<file path="config.mk">
export PLATFORM = sky130hd
export DESIGN_NAME = ysyx_23060187_ifu
export DESIGN_NICKNAME = d
export VERILOG_FILES = /design/src/rtl/ysyx_23060187_ifu.sv
export SDC_FILE = /design/constraint.sdc
export NUM_CORES = 1
export LEC_CHECK = 0
export ABC_AREA = 1
export CORE_MARGIN = 3
export CORE_UTILIZATION = 41
export DETAILED_ROUTE_END_ITERATION = 10
export PLACE_DENSITY = 0.77
export SLEW_MARGIN = 10
export SYNTH_ARGS = -nofsm -noshare
export SYNTH_HDL_FRONTEND = slang
export SYNTH_SLANG_ARGS = --single-unit
</file>
<file path="constraint.sdc">
create_clock -name clk -period 3.5 [get_ports clk]
set_input_delay 0.7 -clock clk [delete_from_list [all_inputs] [get_ports clk]]
set_output_delay 0.7 -clock clk [all_outputs]
set_load 0.05 [all_outputs]
</file>
<file path="src/rtl/ysyx_23060187_ifu.sv">
// Instruction fetch unit: takes one PC, does a single AR/R read and hands inst/pc/exc to decode.
// Defining YSYX_23060187_IFU_PERF_EN adds the perf_fetch_cnt / perf_wait_cnt counters.
//
// state | meaning
// IDLE  | ready for a new PC
// REQ   | read address presented, waiting for arready
// WAIT  | waiting for read data
// HOLD  | instruction presented to decode
module ysyx_23060187_ifu #(
  parameter int ADDR_W = 32,
  parameter int DATA_W = 32
) (
  input  logic              clk,
  input  logic              rst,
  input  logic [ADDR_W-1:0] pc_in,
  input  logic              pc_valid,
  output logic              pc_ready,
  input  logic              flush,
  output logic [ADDR_W-1:0] araddr,
  output logic              arvalid,
  input  logic              arready,
  input  logic [DATA_W-1:0] rdata,
  input  logic [1:0]        rresp,
  input  logic              rvalid,
  output logic              rready,
  output logic [DATA_W-1:0] inst,
  output logic [ADDR_W-1:0] inst_pc,
  output logic [1:0]        inst_exc,
`ifdef YSYX_23060187_IFU_PERF_EN
  output logic [31:0]       perf_fetch_cnt,
  output logic [31:0]       perf_wait_cnt,
`endif
  output logic              inst_valid,
  input  logic              inst_ready
);

  typedef enum logic [1:0] {IDLE, REQ, WAIT, HOLD} state_t;

  state_t state, state_nxt;
  logic   drop, drop_nxt;
  logic   accept;
  logic   misaligned;
  logic   take_data;

  assign pc_ready   = (state == IDLE) && !flush;
  assign arvalid    = (state == REQ);
  assign rready     = (state == WAIT);
  assign inst_valid = (state == HOLD);

  assign accept     = pc_valid && pc_ready;
  assign misaligned = (pc_in[1:0] != 2'b00);
  assign take_data  = (state == WAIT) && rvalid && !drop && !flush;

  always_ff @(posedge clk or posedge rst) begin
    if (rst) begin
      state <= IDLE;
      drop  <= 1'b0;
    end else begin
      state <= state_nxt;
      drop  <= drop_nxt;
    end
  end

  always_comb begin
    state_nxt = state;
    drop_nxt  = drop;
    case (state)
      IDLE: begin
        if (accept) state_nxt = misaligned ? HOLD : REQ;
      end
      REQ: begin
        // The AR request cannot be withdrawn, so a flush here only marks the response as dead.
        if (flush)   drop_nxt  = 1'b1;
        if (arready) state_nxt = WAIT;
      end
      WAIT: begin
        if (rvalid) begin
          state_nxt = (drop || flush) ? IDLE : HOLD;
          drop_nxt  = 1'b0;
        end else if (flush) begin
          drop_nxt  = 1'b1;
        end
      end
      HOLD: begin
        if (flush || inst_ready) state_nxt = IDLE;
      end
      default: begin
        state_nxt = IDLE;
        drop_nxt  = 1'b0;
      end
    endcase
  end

  always_ff @(posedge clk or posedge rst) begin
    if (rst) begin
      araddr   <= '0;
      inst     <= '0;
      inst_pc  <= '0;
      inst_exc <= 2'd0;
    end else if (accept) begin
      if (misaligned) begin
        inst     <= '0;
        inst_pc  <= pc_in;
        inst_exc <= 2'd1;
      end else begin
        araddr   <= pc_in;
      end
    end else if (take_data) begin
      inst     <= (rresp != 2'b00) ? '0 : rdata;
      inst_pc  <= araddr;
      inst_exc <= (rresp != 2'b00) ? 2'd2 : 2'd0;
    end
  end

`ifdef YSYX_23060187_IFU_PERF_EN
  always_ff @(posedge clk or posedge rst) begin
    if (rst) begin
      perf_fetch_cnt <= 32'd0;
      perf_wait_cnt  <= 32'd0;
    end else begin
      if (inst_valid && inst_ready && !flush) perf_fetch_cnt <= perf_fetch_cnt + 32'd1;
      if ((state == REQ) || (state == WAIT))  perf_wait_cnt  <= perf_wait_cnt + 32'd1;
    end
  end
`endif

endmodule
</file>
==> metrics.txt, run 1 <==
post-CTS setup buffer count 0; worst path arrival time 1.98 ns; IO Pins 175; most common library cell in the layout ignoring fill and taps nand2_1; largest net degree at the start of global routing 96; HPWL after DPL 9471 um; Design Area, Final 6910 um2; GRT Overall Usage 21.77%; endpoints failing setup 0; hold slack 0.4684 ns; run status finished clean; worst-margin pin slew 1.040 ns; Seq cells post-synth 101; hold buffers post-CTS 0; maxcap violations 0; Filler cells 1076; WL/cell 14.82 um; Synth Instances 650; die footprint 13130 um2; die width 114.6 um; grt ovf 0; Final Power 6.868 mW; critical path class reg2out; RSZ-0062 raised after global routing false; later-pin clock latency in the skew report 0.33 ns; drt first pass iters 6; crit share post-route 76.47%; Clk pin slew, worst setup/hold paths 0.06 ns; CTS tree built; CTS Buf Count 9; Final GP Congestion 0.8494; post-synth top area share 52.28%; final number of hold-violating endpoints 0; main area contributors after synthesis dfrtp_1 (52%), nand2_1 (26%), nand3_1 (10%), nor2_1 (3.1%), buf_2 (1.9%); DR DRC count 0; nets 880; clock tree buffer depth 2; vias in the first global route 4545; Crit. End Element primary output; routed vias 4794; f_max 373.6 MHz; Max VDD drop 663.9 uV; initial antenna violation count 0; Initial Utilization 42.16%; slew margin rel. 30.59%; core footprint 11470 um2; Yosys top cell by area dfrtp_1; PortBufs 174; post-synth cell types 18; placed inst area 6644 um2; Worst Hold Class reg2reg; Leak 3.530 nW; commonest cells after routing, fill and taps aside nand2_1 (337), clkdlybuf4s50_1 (173), dfrtp_1 (101); Syn Area/Cell 7.438 um2; root buf cell clkbuf_16; yosys warns 0; Vias/cell 5.057; register area share after synthesis 52.28%; First DRT Iteration DRCs 536; Post-CTS Resized 0; die height 114.6 um; Mapped Area 4835 um2; clk_skew 0.005280 ns; antenna-violating nets left 0; share of layout cells above drive strength 1 4.224%; final slew viol count 0; row cnt 39; Syn-to-layout area delta 42.93%; CP Max Fanout 5; CTS H-Tree Depth 3; Synth Net Count 728; Routed WL 14050 um; Setup TNS 0 ns; CTS sink count 101; crit start category register; ANT cells 0; Critical Path RT 2.80 ns; Power Dens Cells 993.9 nW/um2; Final min period 2.676 ns; first-pass GRT wire length 23000 um
[cells in the mapped netlist, drive strengths merged]
master	count
dfrtp	101
buf	29
a31o	1
nor2	41
o21ai	1
nand3b	1
nand3	99
inv	18
a21oi	1
ha	5
clkbuf	14
nand2	339
[worst max-delay path: stages, from the launching register on]
cell             delay [ns]
dfrtp_1                0.42
inv_1                  0.13
ha_1                   0.25
clkdlybuf4s50_1        0.84
[stage by stage]
step           util, %  cells  worst slack (ns)
3_5_place_dp     57.94    934            0.6788
4_1_cts          60.26    948            0.8108
6_report         60.26    948            0.8236
2_1_floorplan        -    650            0.1529
5_1_grt          60.26    948            0.7362
3_3_place_gp     57.94    934            0.7111
[flip-flops by register name, summed over array words and instances (netlist names)]
register,cells
state,2
drop,1
inst_exc,2
araddr,32
inst,32
inst_pc,32
[metal layers]
metal / routed length [um] / global-route usage [%] / share of wire (%) / vias up
li1: - / - / - / 2313
met1: 6055 / 30.18 / 43 / 2213
met2: 6354 / 33.72 / 45 / 247
met3: 1498 / 5.814 / 11 / 21
met4: 142 / 6.097 / 1.0 / 0
met5: 0 / 0 / 0 / -
[layout make-up]
cell class	instances	area, um2	share of cell area, %
flip-flops and latches	101	2527	36.57
multi-input cells	488	2041	29.53
repair buffers	184	1827	26.43
clock buffers	12	256.5	3.712
well taps	143	178.9	2.589
inverters	18	70.07	1.014
clock inverters	2	10.01	0.1448
[final timing paths]
kind,start,endpoint,slack [ns],depth (start not counted)
setup / recovery,state[0],rready,0.82,3
hold / removal,inst_pc[22],inst_pc[22],0.47,2
setup reg to reg,state[0],inst[23],1.18,7
hold reg to reg,inst_pc[22],inst_pc[22],0.47,2
max in group asynchronous,rst,inst[19],1.89,3
min in group asynchronous,rst,inst_pc[21],0.80,2
[report_power, final]
part / internal [mW] / switching (mW) / total (mW)
clock: 0.511 / 0.402 / 0.913
sequential: 1.66 / 0.347 / 2.00
combinational: 1.25 / 2.70 / 3.95
[cells by family (layout without fill, tap and decap cells)]
| kind of cell | count (synthesis) | count (layout) | synth area share, % |
|---|---|---|---|
| buf+inv | 61 | 216 | 5.668 |
| flops | 101 | 101 | 52.28 |
| compound gates | 3 | 3 | 0.3880 |
| simple gates | 480 | 480 | 40.37 |
| fa+ha+maj | 5 | 5 | 1.294 |
(Power assumes the default switching activity.)
==> inputs of run 2 (changes only) <==
CORE_UTILIZATION = 45   (was 41)
PLACE_DENSITY = 0.81   (was 0.77)
clock period = 2.7 ns   (was 3.5 ns; I/O delays follow)
==> run 2 against run 1 <==
Compared with the run above: clock power up 5.5%; sequential power increased by 29%; worst hold slack better by 0.0084 ns; sequential cell count is the same; critical path type unchanged; largest power group unchanged; highest routed layer unchanged.
==> metrics.txt, run 2 (synthesis gave the netlist of run 1 again) <==
Routed WL 14040 um; vias in the first global route 4511; first-pass GRT wire length 21750 um; worst-margin pin slew 0.5460 ns; final slew viol count 0; Post-CTS Resized 0; crit start category register; worst path arrival time 2.00 ns; CTS Buf Count 9; Initial Utilization 46.62%; maxcap violations 0; Design Area, Final 6899 um2; f_max 393.1 MHz; slew margin rel. 63.48%; IO Pins 175; GRT Overall Usage 22.97%; die footprint 12020 um2; Power Dens Cells 1263 nW/um2; die height 109.7 um; die width 109.7 um; core footprint 10370 um2; endpoints failing setup 0; antenna-violating nets left 0; Setup TNS 0 ns; Leak 3.529 nW; CTS sink count 101; placed inst area 6701 um2; CTS H-Tree Depth 3; Crit. End Element primary output; top flop regs araddr (32), inst (32), inst_pc (32); root buf cell clkbuf_8; CTS tree built; RSZ-0062 raised after global routing false; PortBufs 174; Worst Hold Class reg2reg; clk_skew 0.01046 ns; commonest cells after routing, fill and taps aside nand2_1 (337), clkdlybuf4s50_1 (173), dfrtp_1 (101); Vias/cell 5.051; Syn-to-layout area delta 42.70%; Worst Hold Path Cells 2; initial antenna violation count 0; Final GP Congestion 0.8110; critical path class reg2out; share of layout cells above drive strength 1 5.289%; DR DRC count 0; run status finished clean; Critical Path RT 2.16 ns; Clk pin slew, worst setup/hold paths 0.09 ns; Reg2Reg Depth 9; Final min period 2.544 ns; routed vias 4793; post-CTS setup buffer count 0; drt first pass iters 8; grt ovf 0; WL met2 6528 um; FF-to-FF setup slack 0.80 ns; ANT cells 0; hold buffers post-CTS 0; row cnt 37; HPWL after DPL 10040 um; clock tree buffer depth 2; later-pin clock latency in the skew report 0.36 ns; largest net degree at the start of global routing 70; DR top layer met4; Routed met3 length 1375 um; WL/cell 14.80 um; final number of hold-violating endpoints 0; CP Max Fanout 5; WL met1 5918 um; Max VDD drop 912.9 uV; First DRT Iteration DRCs 208; crit share post-route 94.21%; nets 887; most common library cell in the layout ignoring fill and taps nand2_1
[run 2: layout make-up]
type / count / area (um2)
flip-flops and latches: 101 / 2527
repair buffers: 191 / 1892
multi-input cells: 488 / 2041
clock buffers: 10 / 137.6
clock inverters: 5 / 60.06
inverters: 18 / 71.32
well taps: 136 / 170.2
fillers: 890 / 3471
[run 2: critical path, cell delays in order (launching register included)]
cell	delay [ns]
dfrtp_1	0.43
inv_1	0.13
ha_1	0.26
clkdlybuf4s50_1	0.83
[run 2: metrics by stage]
step | setup WS (ns) | power (mW) | instances | utilization, % | hold slack, ns
finish | 0.1563 | 8.715 | 949 | 66.53 | 0.4768
global route | 0.09346 | 9.192 | 949 | 66.53 | 0.5012
CTS | 0.1428 | 8.770 | 949 | 66.53 | 0.4805
detailed placement | 0.4687 | 7.791 | 934 | 64.62 | 0.4587
global placement | 0.5637 | 7.679 | 934 | 64.62 | 0.4530
floorplan | 0.8344 | 5.952 | 650 | - | 0.4980
[run 2: report_power, final]
part,switching (mW),internal [mW]
Clock,0.511,0.452
Sequential,0.443,2.14
Combinational,3.52,1.65
Total,4.47,4.25
[run 2: path summary, 6_finish.rpt]
path,start,to
setup / recovery,state[0],rready
hold / removal,inst_pc[10],inst_pc[10]
setup reg to reg,state[0],inst_pc[31]
hold reg to reg,inst_pc[10],inst_pc[10]
max in group asynchronous,rst,inst_pc[21]
min in group asynchronous,rst,inst[9]
[run 2: layer usage]
metal	GRT usage (%)	up-vias
met3	6.283	21
met1	29.42	2228
met4	7.658	0
li1	-	2337
met2	37.75	207
met5	0	-
